===== src/rtl/trdb_cfg_master.sv =====
// trdb_cfg_master: command-driven register-bus initiator (write/read/poll) for the trace debugger peripheral port.
// Optional access timeout is compiled in when TRDB_CFG_ACCESS_TIMEOUT_EN is defined.
module trdb_cfg_master #(
    parameter int APB_ADDR_WIDTH = 12,
    parameter int POLL_INTERVAL  = 4,
    parameter int POLL_MAX_TRIES = 16,
    parameter int ACCESS_TIMEOUT = 64
) (
    input  logic                      clk_i,
    input  logic                      rst_ni,
    input  logic                      cmd_valid_i,
    output logic                      cmd_ready_o,
    input  logic [1:0]                cmd_op_i,
    input  logic [APB_ADDR_WIDTH-1:0] cmd_addr_i,
    input  logic [31:0]               cmd_data_i,
    input  logic [31:0]               cmd_mask_i,
    output logic                      rsp_valid_o,
    input  logic                      rsp_ready_i,
    output logic [31:0]               rsp_data_o,
    output logic                      rsp_err_o,
    output logic                      per_valid_o,
    output logic                      per_we_o,
    output logic [APB_ADDR_WIDTH-1:0] per_addr_o,
    output logic [31:0]               per_wdata_o,
    input  logic [31:0]               per_rdata_i,
    input  logic                      per_ready_i,
    output logic                      busy_o
);

    localparam int TW = $clog2(POLL_MAX_TRIES + 1);
    localparam int WW = $clog2(POLL_INTERVAL + 1);
    localparam logic [TW-1:0] TRY_LAST  = TW'(POLL_MAX_TRIES - 1);
    localparam logic [TW-1:0] TRY_MAX   = TW'(POLL_MAX_TRIES);
    localparam logic [WW-1:0] WAIT_LAST = WW'(POLL_INTERVAL - 1);
    localparam logic [1:0] OP_WRITE = 2'b00;
    localparam logic [1:0] OP_POLL  = 2'b10;
    localparam logic [1:0] OP_RSVD  = 2'b11;

    if (POLL_INTERVAL < 1 || POLL_MAX_TRIES < 1 || ACCESS_TIMEOUT < 1) begin : g_bad_param
        $error("trdb_cfg_master: POLL_INTERVAL, POLL_MAX_TRIES and ACCESS_TIMEOUT must be >= 1");
    end

    typedef enum logic [1:0] {IDLE, ACCESS, WAIT, RESP} state_e;

    state_e                    state_q, state_d;
    logic [1:0]                op_q, op_d;
    logic [APB_ADDR_WIDTH-1:0] addr_q, addr_d;
    logic [31:0]               data_q, data_d;
    logic [31:0]               mask_q, mask_d;
    logic [TW-1:0]             try_q, try_d;
    logic [WW-1:0]             wait_q, wait_d;
    logic [31:0]               rsp_data_q, rsp_data_d;
    logic                      rsp_err_q, rsp_err_d;
    logic                      match;

    assign match = ((per_rdata_i ^ data_q) & mask_q) == '0;

`ifdef TRDB_CFG_ACCESS_TIMEOUT_EN
    localparam int SW = $clog2(ACCESS_TIMEOUT + 1);
    localparam logic [SW-1:0] STALL_LAST = SW'(ACCESS_TIMEOUT - 1);
    logic [SW-1:0] stall_q, stall_d;

    // stall counter: counts unanswered ACCESS cycles, zero whenever not in ACCESS
    always_ff @(posedge clk_i or negedge rst_ni) begin
        if (!rst_ni) stall_q <= '0;
        else         stall_q <= stall_d;
    end
`endif

    // state and command/response registers
    always_ff @(posedge clk_i or negedge rst_ni) begin
        if (!rst_ni) begin
            state_q    <= IDLE;
            op_q       <= '0;
            addr_q     <= '0;
            data_q     <= '0;
            mask_q     <= '0;
            try_q      <= '0;
            wait_q     <= '0;
            rsp_data_q <= '0;
            rsp_err_q  <= 1'b0;
        end else begin
            state_q    <= state_d;
            op_q       <= op_d;
            addr_q     <= addr_d;
            data_q     <= data_d;
            mask_q     <= mask_d;
            try_q      <= try_d;
            wait_q     <= wait_d;
            rsp_data_q <= rsp_data_d;
            rsp_err_q  <= rsp_err_d;
        end
    end

    // next-state: accept, access (with poll retry), interval wait, response hold
    always_comb begin
        state_d    = state_q;
        op_d       = op_q;
        addr_d     = addr_q;
        data_d     = data_q;
        mask_d     = mask_q;
        try_d      = try_q;
        wait_d     = wait_q;
        rsp_data_d = rsp_data_q;
        rsp_err_d  = rsp_err_q;
`ifdef TRDB_CFG_ACCESS_TIMEOUT_EN
        stall_d    = (state_q == ACCESS && !per_ready_i) ? stall_q + 1'b1 : '0;
`endif
        case (state_q)
            IDLE: if (cmd_valid_i) begin
                op_d       = cmd_op_i;
                addr_d     = cmd_addr_i;
                data_d     = cmd_data_i;
                mask_d     = cmd_mask_i;
                try_d      = '0;
                rsp_data_d = '0;
                rsp_err_d  = cmd_op_i == OP_RSVD;
                state_d    = (cmd_op_i == OP_RSVD) ? RESP : ACCESS;
            end
            ACCESS: if (per_ready_i) begin
                rsp_data_d = (op_q == OP_WRITE) ? '0 : per_rdata_i;
                rsp_err_d  = 1'b0;
                if (op_q != OP_POLL || match) begin
                    state_d = RESP;
                end else if (try_q == TRY_LAST) begin
                    state_d   = RESP;
                    rsp_err_d = 1'b1;
                end else begin
                    state_d = WAIT;
                    wait_d  = '0;
                    try_d   = (try_q == TRY_MAX) ? try_q : try_q + 1'b1;
                end
            end
`ifdef TRDB_CFG_ACCESS_TIMEOUT_EN
            else if (stall_q == STALL_LAST) begin
                state_d    = RESP;
                rsp_data_d = '0;
                rsp_err_d  = 1'b1;
            end
`endif
            WAIT: if (wait_q == WAIT_LAST) state_d = ACCESS;
                  else wait_d = wait_q + 1'b1;
            RESP: if (rsp_ready_i) state_d = IDLE;
            default: state_d = IDLE;
        endcase
    end

    assign cmd_ready_o = rst_ni && state_q == IDLE;
    assign busy_o      = state_q != IDLE;
    assign per_valid_o = state_q == ACCESS;
    assign per_we_o    = state_q == ACCESS && op_q == OP_WRITE;
    assign per_addr_o  = addr_q;
    assign per_wdata_o = data_q;
    assign rsp_valid_o = state_q == RESP;
    assign rsp_data_o  = rsp_data_q;
    assign rsp_err_o   = rsp_err_q;

endmodule

===== config.mk =====
export PLATFORM = sky130hd
export DESIGN_NAME = trdb_cfg_master
export DESIGN_NICKNAME = d
export VERILOG_FILES = /design/src/rtl/trdb_cfg_master.sv
export SDC_FILE = /design/constraint.sdc
export NUM_CORES = 1
export LEC_CHECK = 0
export CORE_MARGIN = 2
export CORE_UTILIZATION = 55
export DETAILED_ROUTE_END_ITERATION = 10
export DONT_BUFFER_PORTS = 1
export PLACE_DENSITY = 0.82
export SYNTH_ARGS = -nofsm -noshare
export SYNTH_HDL_FRONTEND = slang
export SYNTH_SLANG_ARGS = --single-unit

===== constraint.sdc =====
create_clock -name clk_i -period 2.1 [get_ports clk_i]
set_input_delay 0.315 -clock clk_i [delete_from_list [all_inputs] [get_ports clk_i]]
set_output_delay 0.315 -clock clk_i [all_outputs]
set_load 0.01 [all_outputs]

Yosys cells after proc, flatten, opt, wreduce, memory -nomap -nowiden
Index checks and enable logic that the tools add are counted.
{ "op_classes": {"n_mux": 28, "n_reduce_logical": 14, "n_bitwise": 2, "n_addsub": 2, "n_eq_ne": 16} }
{ "ops": {"columns": ["op", "count"], "rows": [
  ["$mux W32", 3],
  ["$pmux W32 S2", 1],
  ["$and A32 B32 Y32", 1],
  ["$logic_not A32 Y1", 1],
  ["$xor A32 B32 Y32", 1],
  ["$mux W5", 5],
  ["$ne A2 B2 Y1 const B", 7],
  ["$mux W3", 4],
  ["$mux W2", 5],
  ["$pmux W5 S2", 1],
  ["$pmux W2 S4", 1],
  ["$eq A2 B2 Y1 const B", 3],
  ["$mux W1", 6],
  ["$pmux W3 S2", 1],
  ["$reduce_and A6 Y1", 1],
  ["$reduce_bool A2 Y1", 3],
  ["$add A5 B1 Y5 const B", 1],
  ["$eq A5 B4 Y1 const B", 1],
  ["$eq A5 B5 Y1 const B", 1],
  ["$reduce_and A5 Y1", 1],
  ["$logic_not A2 Y1", 2],
  ["$ne A2 B1 Y1 const B", 2],
  ["$reduce_and A4 Y1", 1],
  ["$add A3 B1 Y3 const B", 1],
  ["7 further kinds", 8]
]} }
{ "totals": {"word_cells": 71, "inputBits": 115, "output_inout_bits": 82, "regBits": 121} }

Depth between registers and ports, before layout
Gate-level depths: netlist of the first run.
{ "depth": {"depth_word": 7, "ltp_mapped": 9} }

Worst setup path before layout of the first run
No wires, ideal clock.
{ "synth_path": {"path_type": "register to register", "from": "register try_q[0]", "to": "register try_q[3]", "path_buffers": 0, "arrival_ps": 1841, "setup_slack_ps": 193, "path_stages_with_launch": 10, "setup_ps": 65, "synth_period_minus_slack_ps": 1907, "path_cell_list": "dfrtp_1 ha_1 and3_1 ha_1 nor2_1 nand2_1 or4_1 nor2_1 mux2i_1 nand2_1"} }
{ "synth_between": {"elab_chain_cells": 6} }
{ "synth_lines": {"columns": ["element", "line", "source"], "rows": [
  ["start: declaration", "50", "logic [TW-1:0] try_q, try_d;"],
  ["start signal: assignment", "88", "try_q <= try_d;"],
  ["$add A5 B1 Y5", "131", "try_d = (try_q == TRY_MAX) ? try_q : try_q + 1'b1;"],
  ["$mux W5", "131", null],
  ["$mux W5", "125", "end else if (try_q == TRY_LAST) begin"],
  ["$mux W5", "123", "if (op_q != OP_POLL || match) begin"],
  ["$mux W5", "120", "ACCESS: if (per_ready_i) begin"],
  ["$pmux W5 S2", "109", "case (state_q)"]
]} }
Parallel ways exist; a longest one is shown, timed or not. The select of a mux whose other input is x is not followed.
A chain may end at the register's enable or synchronous reset.

Worst setup path in the final report of the first run
{ "layout_path": {"from": "register data_q[15], in the netlist per_wdata_o[15]", "to": "register rsp_err_q, in the netlist rsp_err_o"} }
{ "layout_between": {"elab_chain_cells": 7} }
{ "layout_lines": {"columns": ["element", "line", "source"], "rows": [
  ["start: declaration", "48", "logic [31:0] data_q, data_d;"],
  ["start signal: assignment", "86", "data_q <= data_d;"],
  ["$xor A32 B32 Y32", "56", "assign match = ((per_rdata_i ^ data_q) & mask_q) == '0;"],
  ["$and A32 B32 Y32", "56", null],
  ["$logic_not A32 Y1", "56", null],
  ["$logic_or A1 B1 Y1", "123", null],
  ["$mux W1", "123", null],
  ["$mux W1", "120", null],
  ["$pmux W1 S2", "109", null],
  ["end signal: assignment", "91", "rsp_err_q <= rsp_err_d;"],
  ["end: declaration", "53", "logic rsp_err_q, rsp_err_d;"]
]} }
No other way between the ends. The select of a mux whose other input is x is not followed.

==> results of run 1 <==
-- path summary, 6_finish.rpt --
path / from / to / slack, ns / depth (start not counted)
worst max-delay path: per_wdata_o[15]$_DFFE_PN0P_ / rsp_err_o$_DFFE_PN0P_ / 0.04 / 7
worst min-delay path: rst_ni / wait_q[0]$_DFFE_PN0P_ / -0.51 / 0
worst max register to register: per_wdata_o[15]$_DFFE_PN0P_ / rsp_err_o$_DFFE_PN0P_ / 0.04 / 7
worst min register to register: mask_q[6]$_DFFE_PN0P_ / mask_q[6]$_DFFE_PN0P_ / 0.51 / 1
max in group asynchronous: rst_ni / per_wdata_o[16]$_DFFE_PN0P_ / 2.37 / 0
min in group clk_i: cmd_op_i[1] / rsp_err_o$_DFFE_PN0P_ / 0.03 / 2
-- registers in the layout, summed over array words and instances (netlist names) --
register     flops
mask_q          32
per_wdata_o     32
rsp_data_o      32
per_addr_o      12
try_q            5
wait_q           3
op_q             2
state_q          2
rsp_err_o        1
-- critical path, cell delays in order, from the launching register on --
cell	delay, ns
dfrtp_2	0.45
xor2_2	0.24
a22oi_1	0.15
nand4_1	0.17
nor4_4	0.08
buf_4	0.14
or4_2	0.62
a21oi_1	0.14
-- routing by layer --
metal  GRT usage, %  share of wire [%]  vias to the layer above
met5              0                  0                        -
met4           17.6                3.5                        0
met3           8.75                6.9                       45
met2           52.9                 54                      212
met1           34.2                 36                     2134
li1               -                  -                     1859
-- where the power goes --
group | switching [mW] | internal, mW
combinational | 2.03 | 1.96
sequential | 1.27 | 3.48
clock | 1.02 | 2.13
-- kinds of logic after synthesis --
family,count (synthesis)
adders and majority gates,5
AOI/OAI and AO/OA,36
muxes,83
buffers and inverters,27
DFF,121
and+or+nand+nor,150
xor gates and xnor gates,33
-- cells in the final DEF, fill, tap and decap left out, types with 4 or more instances in the layout --
master	synthesis	routed
a22oi_1	20	13
a22oi_2	0	7
buf_4	3	30
bufinv_16	0	5
clkbuf_16	0	16
clkbuf_8	0	4
dfrtp_1	121	114
dfrtp_2	0	7
dlygate4sd3_1	0	111
ha_1	5	5
inv_1	6	6
mux2_2	78	78
mux2i_1	5	5
nand2_1	76	76
nand3_1	35	35
nand4_1	4	4
nor2_1	13	11
nor3_1	4	4
xor2_1	32	27
xor2_2	0	4
-- per-stage QoR --
step	cell area [um2]	utilization [%]
after floorplan	5400	-
after global placement	5710	59.3
after detailed placement	5710	59.3
after CTS	7470	77.5
after global routing	7560	78.5
final	7560	78.5
-- timing repair --
action	CTS	global route
hold endpoints to repair	232	121
gates resized for setup	2	19
setup endpoints to repair	4	6
pin swaps	3	8
gates cloned	0	0
buffers inserted	1	0
-- final cells by class --
class | count | area (um2)
Sequential cell | 121 | 3040
Multi-Input combinational cell | 307 | 2350
Fill cell | 558 | 2080
Timing Repair Buffer | 142 | 1360
Clock buffer | 22 | 463
Clock inverter | 8 | 168
Tap cell | 133 | 166
Inverter | 6 | 22.5
Antenna cell | 1 | 2.50
==> results.ini, run 1 <==
[outcome]
status=finished with violations
violations=negative hold slack

[drt]
vias=4250
wire_per_inst_um=22.1
finalWirelength_mm=16.4
drcViolationCount=0
dr.pass1.iters=4
antenna_left=0
drtIter0Drc=209
avgViaCountPerCell=5.74

[timing]
fin_skew_ns=0.00753
finalSetupViolations=0
fin_crit_ns=2.06
rsz0062_at_grt=true
final.period_utilization_pct=97.9
slew_headroom_pct=72.0
fin_setup_tns_ns=0
tightest_slew_ns=0.409
hold_viol_final=121
hold_ws_ns=-0.508
fmax_ghz=0.486
slew_viol_final=0
worst_slack_ns=0.0441

[global_route]
grt_overflow=0
grt_max_degree=123
grt_pass1_vias=4552
grt_usage_pct=30.8
antenna_found_initial=1
grt_pass1_wl_mm=23.7

[logic_synthesis]
synthesis.instances=455
synthArstFlopShare_pct=100
synthSimpleGateAreaFrac_pct=12.9
synthFlopType=dfrtp_1
synth_area_per_cell_um2=11.9
synth_compound_area_share_pct=5.08
synth_fa_ha_area_share_pct=1.16
ys_top_cells_by_count=121 x dfrtp_1, 78 x mux2_2, 76 x nand2_1
syn_nets=575
synth_most_common_cell=dfrtp_1
yosysTopAreaCell=dfrtp_1
synthMuxAreaShare_pct=17.2
synth_seq_cells=121
synthTopCellsByArea=dfrtp_1 56%, mux2_2 16%, nand2_1 5.3%
synth_cell_type_count=40
ys_warn_count=0
seq_area_frac_synth_pct=56.1
synth_top_family_by_area=multiplexers
netlist_area_um2=5400
synth-edff-count=0
synthXorXnorAreaFrac_pct=5.36
yosysTopAreaCellShare_pct=56.1

[clocking]
hold_buffers=111
cts-root-buf=clkbuf_8
cts_buffer_depth=2
cts_max_level=4
cts_sinks=121
cts_tree=done
insertion_delay_ns=0.52
clkSlewWorstSetupHoldPaths_ns=0.06
numCtsBuffers=17

[placement]
port-buffer-count=0
place_congestion=0.821
place_ws_ns=-0.0383
dpl.hpwl_mm=9.44
dp.cells=597

[power_and_ir_drop]
power.density_nw_per_um2=1570
leakagePower_nw=3.39
total_power_mw=11.9
ir_drop_v=0.00106

[flow_run]
cap_viol_max_count=0

[worst_setup_path]
cp-start-kind=register
crit_fanout=4
cp.arrival_ns=2.50
crit_type=register to register
required_ns=2.54
cp-end-kind=register

[die]
io_pins=197
die_y_um=103
rows=36
dieArea_um2=10600
fp.dieW_um=103
start_util_pct=56.0
coreArea_um2=9640

[worst_hold_path]
hp-class=input port to asynchronous set/reset pin

[layout]
fin_nets=715
area_delta_synth_final_pct=40.2
stdcell_count=740
drive_gt1_share_pct=27.6

(Power assumes the default switching activity.)
==> run 2: changes to the inputs <==
--- a/config.mk
+++ b/config.mk
@@ -7,8 +7,8 @@
 export LEC_CHECK = 0
 export CORE_MARGIN = 2
-export CORE_UTILIZATION = 55
+export CORE_UTILIZATION = 56
 export DETAILED_ROUTE_END_ITERATION = 10
 export DONT_BUFFER_PORTS = 1
-export PLACE_DENSITY = 0.82
+export PLACE_DENSITY = 0.83
 export SYNTH_ARGS = -nofsm -noshare
 export SYNTH_HDL_FRONTEND = slang
==> constraint.sdc (replaced) <==
create_clock -name clk_i -period 2.1 [get_ports clk_i]
set_input_delay 0.42 -clock clk_i [delete_from_list [all_inputs] [get_ports clk_i]]
set_output_delay 0.42 -clock clk_i [all_outputs]
set_load 0.02 [all_outputs]
==> run 2 against run 1 <==
Compared with the run above:
- the run still ends with negative hold slack left
- wire length fell by 20%
- die area is 1.7% lower
- final area fell by 15%
- hold slack improved by 0.12 ns
- combinational power grew 2%
- highest routed layer unchanged
- via count shrank 12%
- register-to-register slack is essentially flat
- clock skew is essentially flat
- maximum frequency grew 0.56%
- count of clock-buffer cells in the layout stayed put
- critical path type unchanged
==> results.ini, run 2 (synthesis results as in run 1) <==
[timing]
slew_headroom_pct=73.5  ; was 72.0%
slew_viol_final=0  ; unchanged
fmax_ghz=0.489  ; was 0.486 GHz
hold_viol_final=121  ; unchanged
finalSetupViolations=0  ; unchanged
hold_ws_ns=-0.389  ; was -0.508 ns
final.period_utilization_pct=97.4  ; was 97.9%
fin_crit_ns=2.04  ; was 2.06 ns
rsz0062_at_grt=false  ; was true
fin_setup_tns_ns=0  ; unchanged
tightest_slew_ns=0.397  ; was 0.409 ns
fin_skew_ns=0.00773  ; was 0.00753 ns

[global_route]
grt_overflow=0  ; unchanged
grt_pass1_wl_mm=20.1  ; was 23.7 mm
grt_pass1_vias=3907  ; was 4,552
antenna_found_initial=0  ; was 1
grt_max_degree=123  ; unchanged
grt_usage_pct=25.6  ; was 30.8%

[power_and_ir_drop]
leakagePower_nw=2.97  ; was 3.39 nW
power.density_nw_per_um2=1840  ; was 1570 nW/um2
total_power_mw=11.8  ; was 11.9 mW
ir_drop_v=0.00104  ; was 0.00106 V

[drt]
vias=3727  ; was 4,250
drcViolationCount=0  ; unchanged
dr.pass1.iters=4  ; unchanged
finalWirelength_mm=13.2  ; was 16.4 mm
drtIter0Drc=184  ; was 209
antenna_left=0  ; unchanged
avgViaCountPerCell=5.82  ; was 5.74
wire_per_inst_um=20.6  ; was 22.1 um

[layout]
drive_gt1_share_pct=33.5  ; was 27.6%
area_delta_synth_final_pct=19.3  ; was 40.2%
final_cell_mix=118 x dfrtp_1, 78 x mux2_2, 76 x nand2_1  ; was 114 x dfrtp_1, 111 x dlygate4sd3_1, 78 x mux2_2
final_common_cell=dfrtp_1  ; unchanged
fin_nets=617  ; was 715

[worst_setup_path]
critical_path.cell_chain=ha_1, and3_1, ha_1, nor2_2, and2_1, nand2_1, o311a_2, a31o_1  ; was xor2_2, a22oi_1, nand4_1, nor4_4, buf_4, or4_2, a21oi_1
crit_type=register to register  ; unchanged
path_common_cell=ha_1
crit_buf_inv=0  ; was 1
required_ns=2.49  ; was 2.54 ns
crit_fanout=3  ; was 4
cp-start-kind=register  ; unchanged
critPathSlowestCell=dfrtp_1  ; was or4_2
critPathTopFamily=simple AND/OR/NAND/NOR gates  ; unchanged
cp_slowest_stage_delay_ns=0.40  ; was 0.62 ns
cp.arrival_ns=2.43  ; was 2.50 ns
cp-end-kind=register  ; unchanged

[die]
die_y_um=102  ; was 103 um
rows=35  ; was 36
coreArea_um2=9280  ; was 9640 um2
fp.dieW_um=102  ; was 103 um
dieArea_um2=10400  ; was 10,600 um2
start_util_pct=58.1  ; was 56.0%
io_pins=197  ; unchanged

[worst_hold_path]
hp-class=input port to asynchronous set/reset pin  ; unchanged

[placement]
place_congestion=0.834  ; was 0.821
dpl.hpwl_mm=9.41  ; was 9.44 mm
port-buffer-count=0  ; unchanged

[clocking]
hold_buffers=1  ; was 111
cts_sinks=121  ; unchanged
cts_max_level=4  ; unchanged
cts_tree=done  ; unchanged
cts_buffer_depth=2  ; unchanged
insertion_delay_ns=0.50  ; was 0.52 ns
cts-root-buf=clkbuf_8  ; unchanged
clkSlewWorstSetupHoldPaths_ns=0.06  ; about the same
numCtsBuffers=17  ; unchanged

[outcome]
status=finished with violations  ; unchanged
violations=negative hold slack  ; unchanged

[flow_run]
cap_viol_max_count=0  ; unchanged

run 2: cell count changes in the layout (fill, tap and decap cells not counted), moves of 6 or more:
cell,before,now
a22oi_1,13,19
dlygate4sd3_1,111,1
a22oi_2,7,1
buf_4,30,42
run 2: power by group:
part / leakage (nW) / total [mW] / internal [mW] / switching (mW)
Sequential: 1.49 / 4.90 / 3.47 / 1.43
Combinational: 1.19 / 4.08 / 1.94 / 2.14
Clock: 0.287 / 2.84 / 1.82 / 1.03
Total: 2.97 / 11.8 / 7.22 / 4.59
run 2: repair_timing:
item                                   CTS  global route
resized for setup                        5             5
pin swaps                                0             0
setup endpoints to repair                3             6
setup buffers                            0             2
endpoints found under the hold margin  122           121
run 2: metrics by stage:
step	area, um2	hold slack (ns)	std cells	worst slack [ns]	utilization, %
after floorplan	5400	0.124	455	0.176	-
after global placement	5790	0.127	604	0.0858	62.3
after detailed placement	5790	0.127	604	0.0637	62.3
after CTS	6400	-0.407	637	0.0353	68.9
after global routing	6430	-0.416	639	0.00337	69.3
final	6440	-0.389	640	0.0556	69.3
run 2: worst paths after layout:
check	start	end	slack [ns]	cells after the start
worst max register to register	try_q[0]$_DFFE_PN0P_	try_q[2]$_DFFE_PN0P_	0.06	8
worst min-delay path	rst_ni	per_wdata_o[10]$_DFFE_PN0P_	-0.39	0
max in group asynchronous	rst_ni	per_wdata_o[16]$_DFFE_PN0P_	2.25	0
worst min register to register	mask_q[9]$_DFFE_PN0P_	mask_q[9]$_DFFE_PN0P_	0.51	1
min in group clk_i	per_rdata_i[21]	rsp_data_o[21]$_DFFE_PN0P_	0.05	2
worst max-delay path	try_q[0]$_DFFE_PN0P_	try_q[2]$_DFFE_PN0P_	0.06	8
run 2: layout make-up:
class	count	area, um2
inverters	6	22.5
clock inverters	10	116
fillers	669	2850
clock buffers	22	473
well taps	129	161
diodes	1	2.50
repair buffers	44	345
flip-flops and latches	121	3030
multi-input cells	307	2280
run 2: layer usage:
layer	global-route usage, %	wire length [um]
met5	0	0
met4	8.62	227
met3	9.99	1310
met2	41.9	6580
met1	31.3	5050
==> run 3: changes to the inputs <==
Settings changed: CELL_PAD_IN_SITES_DETAIL_PLACEMENT from default to 1, CELL_PAD_IN_SITES_GLOBAL_PLACEMENT from default to 1, CORE_UTILIZATION 56 to 48, PLACE_DENSITY 0.83 to 0.9, SETUP_SLACK_MARGIN from default to 0.1, SLEW_MARGIN from default to 40.
==> run 3 against run 2 <==
Compared with the run above:
- the flow still finishes with violations (negative hold slack)
- sequential cell count is the same
- register-to-register slack gained 0.03 ns
- critical path depth increased by 1
- hold slack worse by 0.018 ns
- global-route usage up 2.2 points
- final cell count rose by 4.7%
- core utilization down 6.8 points
- wire length up 28%
- clock skew grew 0.0044 ns
- count of clock-buffer cells in the layout decreased by 3
- critical endpoint is now try_q[3]$_DFFE_PN0P_
==> results.ini, run 3 (synthesis results as in run 1) <==
[clocking]
hold_buffers=2  ; was 1
numCtsBuffers=17  ; unchanged
clkSlewWorstSetupHoldPaths_ns=0.06  ; about the same
cts_max_level=4  ; unchanged
cts_buffer_depth=2  ; unchanged
cts-root-buf=clkbuf_8  ; unchanged
cts_tree=done  ; unchanged
cts_sinks=121  ; unchanged
insertion_delay_ns=0.53  ; was 0.50 ns

[timing]
hold_ws_ns=-0.407  ; was -0.389 ns
fin_setup_tns_ns=0  ; unchanged
tightest_slew_ns=0.341  ; was 0.397 ns
fin_crit_ns=2.02  ; was 2.04 ns
slew_viol_final=0  ; unchanged
final.period_utilization_pct=96.1  ; was 97.4%
fin_skew_ns=0.0121  ; was 0.00773 ns
hold_viol_final=121  ; unchanged
fmax_ghz=0.496  ; was 0.489 GHz
slew_headroom_pct=76.6  ; was 73.5%
finalSetupViolations=0  ; unchanged
rsz0062_at_grt=true  ; was false

[worst_hold_path]
hp-class=input port to asynchronous set/reset pin  ; unchanged

[flow_run]
cap_viol_max_count=0  ; unchanged

[die]
start_util_pct=49.6  ; was 58.1%
io_pins=197  ; unchanged
die_y_um=110  ; was 102 um
fp.dieW_um=110  ; was 102 um
rows=38  ; was 35
coreArea_um2=10900  ; was 9280 um2
dieArea_um2=12100  ; was 10,400 um2

[global_route]
grt_pass1_vias=4472  ; was 3,907
grt_usage_pct=27.8  ; was 25.6%
grt_max_degree=123  ; unchanged
antenna_found_initial=0  ; unchanged
grt_overflow=0  ; unchanged
grt_pass1_wl_mm=24.3  ; was 20.1 mm

[layout]
fin_area_um2=6810  ; was 6440 um2
final_common_cell=dfrtp_1  ; unchanged
area_delta_synth_final_pct=26.2  ; was 19.3%
drive_gt1_share_pct=40.3  ; was 33.5%
final_cell_mix=119 x dfrtp_1, 78 x mux2_2, 75 x nand2_1  ; was 118 x dfrtp_1, 78 x mux2_2, 76 x nand2_1
fin_nets=636  ; was 617
nFillCells=1068  ; was 669

[worst_setup_path]
reg2reg_depth=9  ; was 8
critPathTopFamily=simple AND/OR/NAND/NOR gates  ; unchanged
crit_type=register to register  ; unchanged
crit_buf_inv=0  ; unchanged
critical_path.cell_chain=ha_2, and3_4, ha_2, nor2_4, nand2_2, or4_4, nor2_4, mux2i_1, nand2_1  ; was ha_1, and3_1, ha_1, nor2_2, and2_1, nand2_1, o311a_2, a31o_1
required_ns=2.56  ; was 2.49 ns
cp.depth=9  ; was 8
cp.arrival_ns=2.48  ; was 2.43 ns
cp-end-kind=register  ; unchanged
critPathSlowestCell=or4_4  ; was dfrtp_1
cp_slowest_stage_delay_ns=0.50  ; was 0.40 ns
cp-start-kind=register  ; unchanged
crit_fanout=3  ; unchanged

[power_and_ir_drop]
power.density_nw_per_um2=1860  ; was 1840 nW/um2
total_power_mw=12.7  ; was 11.8 mW
ir_drop_v=0.000938  ; was 0.00104 V
leakagePower_nw=3.09  ; was 2.97 nW

[drt]
drcViolationCount=0  ; unchanged
drtIter0Drc=233  ; was 184
finalWirelength_mm=16.8  ; was 13.2 mm
vias=3846  ; was 3,727
wire_per_inst_um=25.1  ; was 20.6 um
avgViaCountPerCell=5.74  ; was 5.82
antenna_left=0  ; unchanged
dr.pass1.iters=4  ; unchanged

[placement]
place_congestion=0.863  ; was 0.834
port-buffer-count=0  ; unchanged
dpl.hpwl_mm=11.2  ; was 9.41 mm
post_dp_cell_area_um2=5880  ; was 5790 um2

[outcome]
violations=negative hold slack  ; unchanged
status=finished with violations  ; unchanged

-- run 3: changes by cell type in the layout (fill, tap and decap cells not counted), sizes merged --
cell and delta:
dlygate4sd3 +1, clkbuf -2, clkinvlp +2, buf +17
clkinv +2, inv -1
-- run 3: through the flow --
step,setup WS [ns],cells,utilization (%)
finish,0.0829,670,62.5
global route,0.0319,669,62.5
CTS,0.0280,662,60.5
detailed placement,0.0256,622,54.0
global placement,0.0853,622,54.0
floorplan,0.176,455,-
-- run 3: cell type report --
cell class                 instances  area [um2]  share of cell area, %
sequential                       121        3030                   44.5
multi-input combinational        307        2450                   36.0
timing repair buffer              63         568                   8.34
clock buffer                      19         432                   6.34
tap                              140         175                   2.57
clock inverter                    13         129                   1.89
inverter                           6        22.5                  0.331
antenna                            1        2.50                 0.0368
-- run 3: per-layer routing --
layer	track usage (%)	routed length, um	vias to the layer above
met3	10.5	1320	22
li1	-	-	1701
met1	30.5	6220	1951
met2	48.4	8990	172
met5	0	0	-
met4	11.3	272	0
-- run 3: path summary, 6_finish.rpt --
check / from / endpoint / slack [ns]
worst max register to register: try_q[1]$_DFFE_PN0P_ / try_q[3]$_DFFE_PN0P_ / 0.08
max in group asynchronous: rst_ni / per_wdata_o[12]$_DFFE_PN0P_ / 2.34
min in group clk_i: per_rdata_i[7] / rsp_data_o[7]$_DFFE_PN0P_ / 0.03
worst min register to register: mask_q[4]$_DFFE_PN0P_ / mask_q[4]$_DFFE_PN0P_ / 0.51
worst max-delay path: try_q[1]$_DFFE_PN0P_ / try_q[3]$_DFFE_PN0P_ / 0.08
worst min-delay path: rst_ni / mask_q[24]$_DFFE_PN0P_ / -0.41
-- run 3: what timing repair did --
| action | 4_1_cts | 5_1_grt |
|---|---|---|
| pin swaps | 6 | 11 |
| endpoints found under the hold margin | 123 | 121 |
| setup endpoints to repair | 6 | 43 |
| buffers inserted | 6 | 6 |
| gates resized for setup | 15 | 29 |
| gates cloned | 0 | 1 |
-- run 3: power breakdown --
part,switching [mW],internal [mW]
clock,1.06,1.70
combinational,2.62,2.36
sequential,1.45,3.47
